<file path="config.mk">
export PLATFORM = sky130hd
export DESIGN_NAME = id_stage
export DESIGN_NICKNAME = d
export VERILOG_FILES = /design/src/rtl/cpu_pkg.sv /design/src/rtl/reg_file.sv /design/src/rtl/id_stage.sv
export SDC_FILE = /design/constraint.sdc
export NUM_CORES = 1
export LEC_CHECK = 0
export ABC_CLOCK_PERIOD_IN_PS = 24700
export CORE_UTILIZATION = 45
export CTS_CLUSTER_DIAMETER = 80
export DETAILED_ROUTE_END_ITERATION = 10
export GPL_TIMING_DRIVEN = 0
export PLACE_DENSITY = 0.63
export REMOVE_ABC_BUFFERS = 1
export SYNTH_ARGS = -nofsm -noshare
export SYNTH_HDL_FRONTEND = slang
export SYNTH_HIERARCHICAL = 1
export SYNTH_SLANG_ARGS = --single-unit
</file>
<file path="constraint.sdc">
create_clock -name clk -period 24.7 [get_ports clk]
set_input_delay 3.705 -clock clk [delete_from_list [all_inputs] [get_ports clk]]
set_output_delay 3.705 -clock clk [all_outputs]
set_load 0.01 [all_outputs]
</file>
<file path="src/rtl/cpu_pkg.sv">
// Shared CPU definitions: opcodes, ALU operation encoding, instruction field
// positions and the decoder used by the decode/issue stage.
package cpu_pkg;

    localparam int INSTR_W = 16;
    localparam int FIELD_W = 4;
    localparam int OP_LSB  = 12;
    localparam int RD_LSB  = 8;
    localparam int RS_LSB  = 4;
    localparam int RT_LSB  = 0;

    localparam logic [3:0] OP_LW  = 4'b1000;
    localparam logic [3:0] OP_SW  = 4'b1001;
    localparam logic [3:0] OP_HLT = 4'b1111;

    // aluop 0-3 are register-register, 4-7 are shifts by an immediate amount
    localparam logic [2:0] ALU_ADD = 3'd0;
    localparam logic [2:0] ALU_SUB = 3'd1;
    localparam logic [2:0] ALU_AND = 3'd2;
    localparam logic [2:0] ALU_OR  = 3'd3;
    localparam logic [2:0] ALU_SLL = 3'd4;
    localparam logic [2:0] ALU_SRL = 3'd5;
    localparam logic [2:0] ALU_SRA = 3'd6;
    localparam logic [2:0] ALU_ROR = 3'd7;

    typedef struct packed {
        logic [2:0] aluop;
        logic [3:0] shamt;
        logic       src1sel;
        logic       mem_rd;
        logic       mem_wr;
        logic       we;
        logic       is_hlt;
        logic       use_a;    // operand A read from rs
        logic       use_b;    // operand B read from rt, or rd for stores
        logic       b_is_rd;
    } dec_t;

    function automatic dec_t decode(input logic [3:0] op, input logic [3:0] lo4);
        dec_t d;
        d = '0;
        if (!op[3]) begin
            d.aluop = op[2:0];
            d.we    = 1'b1;
            d.use_a = 1'b1;
            if (op[2]) begin
                d.shamt   = lo4;
                d.src1sel = 1'b1;
            end else begin
                d.use_b = 1'b1;
            end
        end else begin
            case (op)
                OP_LW: begin
                    d.aluop   = ALU_ADD;
                    d.src1sel = 1'b1;
                    d.mem_rd  = 1'b1;
                    d.we      = 1'b1;
                    d.use_a   = 1'b1;
                end
                OP_SW: begin
                    d.aluop   = ALU_ADD;
                    d.src1sel = 1'b1;
                    d.mem_wr  = 1'b1;
                    d.use_a   = 1'b1;
                    d.use_b   = 1'b1;
                    d.b_is_rd = 1'b1;
                end
                OP_HLT:  d.is_hlt = 1'b1;
                default: d = '0;
            endcase
        end
        return d;
    endfunction

endpackage

</file>
<file path="src/rtl/reg_file.sv">
// Register file: two combinational read ports with write-through from the
// single write port; R0 is hardwired to zero.
module reg_file #(
    parameter  int DATA_W = 16,
    parameter  int NREG   = 16,
    localparam int ADDR_W = $clog2(NREG)
) (
    input  logic              clk,
    input  logic              rst,
    input  logic              we_i,
    input  logic [ADDR_W-1:0] waddr_i,
    input  logic [DATA_W-1:0] wdata_i,
    input  logic [ADDR_W-1:0] raddr0_i,
    input  logic [ADDR_W-1:0] raddr1_i,
    output logic [DATA_W-1:0] rdata0_o,
    output logic [DATA_W-1:0] rdata1_o
);

    logic [DATA_W-1:0] regs_q [1:NREG-1];
    logic [ADDR_W-1:0] raddr [2];
    logic [DATA_W-1:0] rdata [2];

    always_ff @(posedge clk or posedge rst) begin
        if (rst) begin
            for (int i = 1; i < NREG; i++) regs_q[i] <= '0;
        end else if (we_i) begin
            for (int i = 1; i < NREG; i++) begin
                if (waddr_i == ADDR_W'(i)) regs_q[i] <= wdata_i;
            end
        end
    end

    assign raddr[0] = raddr0_i;
    assign raddr[1] = raddr1_i;

    // Addresses of R0 or beyond NREG fall through every match and read zero
    for (genvar p = 0; p < 2; p++) begin : g_rd
        always_comb begin
            rdata[p] = '0;
            if (we_i && raddr[p] == waddr_i && raddr[p] != '0) begin
                rdata[p] = wdata_i;
            end else begin
                for (int i = 1; i < NREG; i++) begin
                    if (raddr[p] == ADDR_W'(i)) rdata[p] = regs_q[i];
                end
            end
        end
    end

    assign rdata0_o = rdata[0];
    assign rdata1_o = rdata[1];

endmodule

</file>
<file path="src/rtl/id_stage.sv">
// Decode/issue stage: decodes, reads operands, stalls on RAW hazards via a
// pending-write scoreboard and holds the result in the ID/EX register.
module id_stage
    import cpu_pkg::*;
#(
    parameter  int DATA_W = 16,
    parameter  int NREG   = 16,
    localparam int ADDR_W = $clog2(NREG)
) (
    input  logic              clk,
    input  logic              rst,
    input  logic              if_valid,
    input  logic [15:0]       if_instr,
    output logic              id_ready,
    input  logic              flush,
    input  logic              wb_we,
    input  logic [ADDR_W-1:0] wb_addr,
    input  logic [DATA_W-1:0] wb_data,
    input  logic              ex_ready,
    output logic              ex_valid,
    output logic [DATA_W-1:0] ex_p0,
    output logic [DATA_W-1:0] ex_p1,
    output logic [DATA_W-1:0] ex_imm,
    output logic [3:0]        ex_shamt,
    output logic [2:0]        ex_aluop,
    output logic              ex_src1sel,
    output logic              ex_mem_rd,
    output logic              ex_mem_wr,
    output logic              ex_we,
    output logic [ADDR_W-1:0] ex_dst,
    output logic              hlt
);

    localparam int PW = 1 << ADDR_W;

    dec_t              dec;
    logic [ADDR_W-1:0] rs_a, rt_a, rd_a, b_a;
    logic [DATA_W-1:0] rdata0, rdata1, imm;
    logic              stall, fire, dst_ok;

    logic [PW-1:0]     pending_q, pending_d;
    logic              ex_valid_q, ex_valid_d;
    logic              hlt_q, hlt_d;
    logic [DATA_W-1:0] ex_p0_q, ex_p1_q, ex_imm_q;
    logic [3:0]        ex_shamt_q;
    logic [2:0]        ex_aluop_q;
    logic              ex_src1sel_q, ex_mem_rd_q, ex_mem_wr_q, ex_we_q;
    logic [ADDR_W-1:0] ex_dst_q;

    assign dec  = decode(if_instr[OP_LSB +: FIELD_W], if_instr[RT_LSB +: FIELD_W]);
    assign rs_a = if_instr[RS_LSB +: ADDR_W];
    assign rt_a = if_instr[RT_LSB +: ADDR_W];
    assign rd_a = if_instr[RD_LSB +: ADDR_W];
    assign b_a  = dec.b_is_rd ? rd_a : rt_a;
    assign imm  = {{(DATA_W-4){if_instr[3]}}, if_instr[3:0]};

    reg_file #(.DATA_W(DATA_W), .NREG(NREG)) u_reg_file (
        .clk      (clk),
        .rst      (rst),
        .we_i     (wb_we),
        .waddr_i  (wb_addr),
        .wdata_i  (wb_data),
        .raddr0_i (rs_a),
        .raddr1_i (b_a),
        .rdata0_o (rdata0),
        .rdata1_o (rdata1)
    );

    // A source waiting on a producer is released in the producer's writeback
    // cycle, when the operand arrives through the write-through path.
    always_comb begin
        stall = 1'b0;
        if (dec.use_a && pending_q[rs_a] && !(wb_we && wb_addr == rs_a)) stall = 1'b1;
        if (dec.use_b && pending_q[b_a]  && !(wb_we && wb_addr == b_a))  stall = 1'b1;
    end

    // Handshake: upstream transfers when if_valid && id_ready; id_ready never
    // depends on if_valid. The ID/EX entry is consumed when ex_valid && ex_ready
    // and holds its outputs stable while ex_valid && !ex_ready.
    assign id_ready = !hlt_q && !stall && !flush && (!ex_valid_q || ex_ready);
    assign fire     = if_valid && id_ready;
    assign dst_ok   = (rd_a != '0) && (int'(rd_a) < NREG);

    always_comb begin
        pending_d = pending_q;
        if (wb_we) pending_d[wb_addr] = 1'b0;
        if (fire && dec.we && dst_ok) pending_d[rd_a] = 1'b1;
        // a killed producer will never write back, so release its destination
        if (flush && ex_valid_q && ex_we_q) pending_d[ex_dst_q] = 1'b0;
        pending_d[0] = 1'b0;
    end

    always_comb begin
        ex_valid_d = ex_valid_q;
        if (flush)         ex_valid_d = 1'b0;
        else if (fire)     ex_valid_d = 1'b1;
        else if (ex_ready) ex_valid_d = 1'b0;
    end

    assign hlt_d = hlt_q || (fire && dec.is_hlt);

    always_ff @(posedge clk or posedge rst) begin
        if (rst) begin
            pending_q    <= '0;
            ex_valid_q   <= 1'b0;
            hlt_q        <= 1'b0;
            ex_p0_q      <= '0;
            ex_p1_q      <= '0;
            ex_imm_q     <= '0;
            ex_shamt_q   <= '0;
            ex_aluop_q   <= '0;
            ex_src1sel_q <= 1'b0;
            ex_mem_rd_q  <= 1'b0;
            ex_mem_wr_q  <= 1'b0;
            ex_we_q      <= 1'b0;
            ex_dst_q     <= '0;
        end else begin
            pending_q  <= pending_d;
            ex_valid_q <= ex_valid_d;
            hlt_q      <= hlt_d;
            if (fire) begin
                ex_p0_q      <= dec.use_a ? rdata0 : '0;
                ex_p1_q      <= dec.use_b ? rdata1 : '0;
                ex_imm_q     <= imm;
                ex_shamt_q   <= dec.shamt;
                ex_aluop_q   <= dec.aluop;
                ex_src1sel_q <= dec.src1sel;
                ex_mem_rd_q  <= dec.mem_rd;
                ex_mem_wr_q  <= dec.mem_wr;
                ex_we_q      <= dec.we;
                ex_dst_q     <= dec.we ? rd_a : '0;
            end
        end
    end

    assign ex_valid   = ex_valid_q;
    assign ex_p0      = ex_p0_q;
    assign ex_p1      = ex_p1_q;
    assign ex_imm     = ex_imm_q;
    assign ex_shamt   = ex_shamt_q;
    assign ex_aluop   = ex_aluop_q;
    assign ex_src1sel = ex_src1sel_q;
    assign ex_mem_rd  = ex_mem_rd_q;
    assign ex_mem_wr  = ex_mem_wr_q;
    assign ex_we      = ex_we_q;
    assign ex_dst     = ex_dst_q;
    assign hlt        = hlt_q;

endmodule

</file>
# Yosys cells after proc, flatten, opt, wreduce, memory -nomap -nowiden
# Cells that the tools add are included.
totals:
  memories: 0
  wordCells: 210
  in_bits: 42
  romBits: 0
  mem_bits_rw: 0
  ff_bits: 308
  latchBits: 0
  out_inout_bits: 66
op_classes:
  reduce_logical: 50
  n_addsub: 0
  n_mux: 67
  multipliers: 0
  eq_ne: 52
  bitwise: 5
  div: 0
  n_lt_le_gt_ge: 8
  shifts: 0
op_table:
  columns: ["op", "count"]
  rows:
  - ["two-way mux 16 bit", 37]
  - ["== test 4 bit, second input constant", 27]
  - ["== test 4 x 3 -> 1 bit, second input constant", 12]
  - ["AND 16 bit", 2]
  - ["NOT 16 bit", 2]
  - ["AND reduction 2 bit", 15]
  - ["< comparator 4 x 5 -> 1 bit, second input constant", 5]
  - ["== test 4 x 2 -> 1 bit, second input constant", 6]
  - ["logical AND 1 bit", 22]
  - ["two-way mux 1 bit", 18]
  - ["== test 4 bit", 4]
  - ["OR 16 bit", 1]
  - ["demux 1 bit (select 4 bit)", 3]
  - ["== test 4 x 1 -> 1 bit, second input constant", 3]
  - [">= comparator 4 x 1 -> 1 bit, second input constant", 3]
  - ["nonzero test 4 bit", 3]
  - ["binary-select mux 1 bit (select 4 bit)", 2]
  - ["two-way mux 4 bit", 2]
  - ["two-way mux 8 bit", 1]
  - ["logical NOT 1 bit", 6]
  - ["two-way mux 2 bit", 3]
  - ["two-way mux 5 bit", 1]
  - ["nonzero test 3 bit", 1]
  - ["logical OR 1 bit", 2]
  - ["OR reduction 2 bit", 1]

# Depth between registers and ports, before layout
depth:
  word_depth: 22
  mapped_depth: 15
  mapped_depth_nobuf: 10

# By module
# Netlist, hierarchy kept.
by_module_without_submodules:
  columns: ["mod", "cells_each", "n_inst", "area_each_um2", "seq_area_each_um2"]
  rows:
  - ["reg_file", 1338, 1, 14624.0, 6005.8]
  - ["id_stage", 407, 1, 3970.1, 1701.6]

# Least setup slack after synthesis
# OpenSTA, ideal clock, no wires.
synth_timing:
  kind: "input-to-output"
  start: "input if_instr[13]"
  end: "output id_ready"
  t_required_ns: 20.995
  arrival_ns: 5.315
  cell_stages: 10
  slack_ns: 15.680
  path_buffers: 2
  path_cell_list: "buf_4 -> nor4bb_4 -> buf_6 -> mux2i_1 -> inv_1 -> nor2_1 -> a22oi_1 -> nand4_1 -> nand2_1 -> nor2_1"
synth_via:
  elab_chain_cells: 13
  elab_cells_between_ends: 23
  classes_between: "eq/ne (3); mux (9); reduce/logical (11)"
synth_lines:
  columns: ["element", "line", "source"]
  rows:
  - ["start: declaration", "id_stage.sv:13", "input logic [15:0] if_instr,"]
  - ["== test 4 bit (*)", "cpu_pkg.sv:53", "case (op)"]
  - ["two-way mux 2 bit (*)", "cpu_pkg.sv:53", null]
  - ["two-way mux 1 bit (*)", "cpu_pkg.sv:42", "if (!op[3]) begin"]
  - ["two-way mux 4 bit (*)", "id_stage.sv:54", "assign b_a = dec.b_is_rd ? rd_a : rt_a;"]
  - ["net b_a[0]", "id_stage.sv:37", "logic [ADDR_W-1:0] rs_a, rt_a, rd_a, b_a;"]
  - ["binary-select mux 1 bit (select 4 bit) or == test 4 bit (tied branches)", "id_stage.sv:74", "if (dec.use_b && pending_q[b_a] && !(wb_we && wb_addr == b_a)) stall = 1'b1;"]
  - ["two-way mux 1 bit (not written as such) or logical AND 1 bit (tied branches)", "id_stage.sv:74", null]
  - ["logical AND 1 bit or logical NOT 1 bit (tied branches)", "id_stage.sv:74", null]
  - ["logical AND 1 bit (*)", "id_stage.sv:74", null]
  - ["two-way mux 1 bit (*)", "id_stage.sv:74", null]
  - ["logical NOT 1 bit (*)", "id_stage.sv:80", "assign id_ready = !hlt_q && !stall && !flush && (!ex_valid_q || ex_ready);"]
  - ["logical AND 1 bit (*) (3 in a row)", "id_stage.sv:80", null]
  - ["end: declaration", "id_stage.sv:14", "output logic id_ready,"]
# The timed path passes the listed nets; every way through them passes the cells marked *. The select of a mux whose other input is x is not followed.

# Worst setup path after layout
layout_timing:
  start: "input if_instr[15]"
  end: "output id_ready"
layout_via:
  elab_chain_cells: 13
  elab_cells_between_ends: 23
  classes_between: "eq/ne (3); mux (9); reduce/logical (11)"
layout_lines:
  columns: ["element", "line"]
  rows:
  - ["== test 4 bit", "cpu_pkg.sv:53"]
  - ["two-way mux 2 bit", "cpu_pkg.sv:53"]
  - ["two-way mux 1 bit (*)", "cpu_pkg.sv:42"]
  - ["two-way mux 4 bit (*)", "id_stage.sv:54"]
  - ["net b_a[2]", "id_stage.sv:37"]
  - ["binary-select mux 1 bit (select 4 bit) or == test 4 bit (tied branches)", "id_stage.sv:74"]
  - ["two-way mux 1 bit (not written as such) or logical AND 1 bit (tied branches)", "id_stage.sv:74"]
  - ["logical AND 1 bit or logical NOT 1 bit (tied branches)", "id_stage.sv:74"]
  - ["logical AND 1 bit (*)", "id_stage.sv:74"]
  - ["two-way mux 1 bit (*)", "id_stage.sv:74"]
  - ["logical NOT 1 bit (*)", "id_stage.sv:80"]
  - ["logical AND 1 bit (*) (3 in a row)", "id_stage.sv:80"]
# Marks and branches as above.

==> reports/qor.yml <==
status: "finished with violations"
violations: "max-capacitance violations, max-slew violations"
p_sw_mw: 0.525
layout-drive-gt1-share_pct: 24.5
min_path_cells: 1
p_comb_share_pct: 25.8
nFillCells: 3683
r2r_slack_ps: 21540
path_class: "in2out"
num_vias: 15000
critical_path.max_fanout: 65
dp_hpwl_um: 36700
rsz0062_at_grt: "false"
antenna_found_initial: 1
post-cts-setup-buffer-count: 0
cts_buffer_depth: 3
vias_per_cell: 6.52
setup_violations: 0
grt_overflow_total: 0
r2r-end: "ex_we"
end_kind: "primary output"
first_pass_iters: 7
dieHeight_um: 205
clock_insertion_delay_worst_skew_ps: 560
grt_max_degree: 104
crit_required_ps: 21000
finalHoldViolations: 0
p_int_mw: 1.21
clkSinkCount: 308
setup_tns_ps: 0
avgSynthCellArea_um2: 10.7
max_slew_margin_pct: -3.25
slowest_delay_ps: 810
die_w_um: 205
post_synth_num_cell_types: 86
routedWlPerCell_um: 26.8
hold_start: "ex_mem_rd"
nNetsFinal: 1788
cts_buffers: 37
utilization_pct: 51.8
max_freq_mhz: 89.7
clockPowerShare_pct: 32.7
crit_buf_inv: 3
netlist_top_cells_area: "dfrtp_1 (41%), mux2_2 (16%), mux2i_1 (5.5%), mux4_2 (2.9%), o21ai_0 (2.7%)"
synthArstFlopShare_pct: 100
min_path_type: "reg2reg"
cp-start-kind: "primary input"
area_growth_pct: 13.8
netlist.area_leader.share_pct: 41.5
maxCapViolCount: 3
r2r-start: "pending_q[10]"
clock_skew_ps: 29.2
path_clk_slew_ps: 50
cts_resized: 0
holdPathEnd: "ex_mem_rd"
crit_arrival_ps: 7450
slew_violations: 44
layout_min_cycle_time_ps: 11150
drt_iter0_markers: 1692
die_area_mm2: 0.0421
synthCells: 1745
synth-seq-cells: 308
crit_family: "buffers and inverters"
n_antenna_cell: 0
ant_nets: 0
tightest_slew_ps: 1540
p_leak_nw: 8.61
synth_common_cells: "dfrtp_1 (308), mux2_2 (268), nand2_1 (120), mux2i_1 (102), o21ai_0 (100)"
syn_area_mm2: 0.0186
ctsHoldBuffers: 0
grt_pass1_wl_um: 94000
synth_edf_count: 0
drc_errors: 0
io_buffers: 107
path_cells: "clkdlybuf4s50_1, nor4bb_4, mux2i_1, inv_4, nor2_1, a22oi_1, nand4_1, nand2_1, nor2_1, clkdlybuf4s50_1"
boundaryPins: 108
synth_top_cell_by_area: "dfrtp_1"
tritoncts: "yes"
synthFlopType: "dfrtp_1"
htreeDepth: 2
fin_crit_sh_pct: 45.2
first_global_vias: 14900
peakVddDrop_v: 0.0000589
r2r_cells: 7
std_cell_rows: 74
synth.most_common_cell: "dfrtp_1"
synth_warnings: 6
cpMaxStageDelayCell: "clkdlybuf4s50_1"
postRouteWirelength_um: 61800
swShare_pct: 30.2
core-area_mm2: 0.0408
clock-root-buffer: "clkbuf_16"
initial_core_util_pct: 45.5
seqPwrFrac_pct: 41.6
p_per_area_mw_per_mm2: 82.1
grt_usage_pct: 29.8
gp_congestion: 0.882
ys_seq_area_share_pct: 41.5
sequential cells by signal, summed over array words and instances (netlist names):
name and count:
u_reg_file/regs_q 240, ex_p0 16, ex_p1 16, pending_q 15
ex_dst 4, ex_imm 4, ex_shamt 4, ex_aluop 3
ex_mem_rd 1, ex_mem_wr 1, ex_src1sel 1, ex_valid 1
ex_we 1, hlt 1
worst max path at each step:
stage	startpoint	to	slack [ps]	cells after the start
final	if_instr[15]	id_ready	13550	10
after global routing	if_instr[15]	id_ready	13260	10
after CTS	if_instr[15]	id_ready	13600	10
after detailed placement	if_instr[15]	id_ready	13580	10
after global placement	if_instr[4]	id_ready	10780	7
after floorplan	if_instr[15]	id_ready	14050	8
layout by cell type, fill, tap and decap left out, types with 13 or more instances in the layout:
master           count
o31ai_1             13
nor2_1              51
mux2i_1            102
inv_1               54
mux2_1              24
clkdlybuf4s50_1    103
nor2b_1             22
o21ai_0            100
nand3_1             23
clkbuf_16           39
mux2_2             268
a211oi_1            31
a21oi_1             81
nand2_1            119
mux4_2              24
nor4_1              17
a221oi_1            42
nand2b_1            23
nor3_1              37
dfrtp_1            308
a31oi_1             15
cell families after synthesis:
kind of cell	synth area share, %
compound gates	14.3
xor+xnor	0.801
buf+inv	6.47
flops	41.5
mux	26.7
simple gates	10.3
cell type report:
cell class                 count  area [um^2]  area share, %
multi-input combinational   1212         9760           46.2
clock inverter                10          106          0.503
timing repair buffer         127         1510           7.13
clock buffer                  56         1160           5.48
sequential                   308         7710           36.4
inverter                      60          243           1.15
tap                          532          666           3.15
stage by stage:
| step | worst slack [ps] | power, mW | area (um^2) | std cells | hold slack, ps |
|---|---|---|---|---|---|
| finish | 13550 | 1.74 | 21200 | 2305 | 482 |
| global route | 13260 | 1.82 | 21200 | 2305 | 502 |
| CTS | 13600 | 1.74 | 21100 | 2304 | 488 |
| detailed placement | 13580 | 1.17 | 19900 | 2238 | 475 |
| global placement | 10780 | 1.16 | 19400 | 2219 | 467 |
| floorplan | 14050 | 0.980 | 17600 | 1580 | 462 |
power by group through the flow:
stage / Clock [mW] / Sequential (mW) / Combinational [mW]
floorplan: 0 / 0.716 / 0.264
global placement: 0 / 0.721 / 0.436
detailed placement: 0 / 0.727 / 0.445
CTS: 0.578 / 0.719 / 0.447
global route: 0.594 / 0.738 / 0.486
finish: 0.568 / 0.722 / 0.448
per-layer routing:
metal	GRT usage [%]	share of wire, %
met3	5.67	9.3
met5	0	0.021
met4	12.7	4.1
met2	44.1	44
met1	42.3	43
Note: power is estimated with default switching activity, not from simulation.
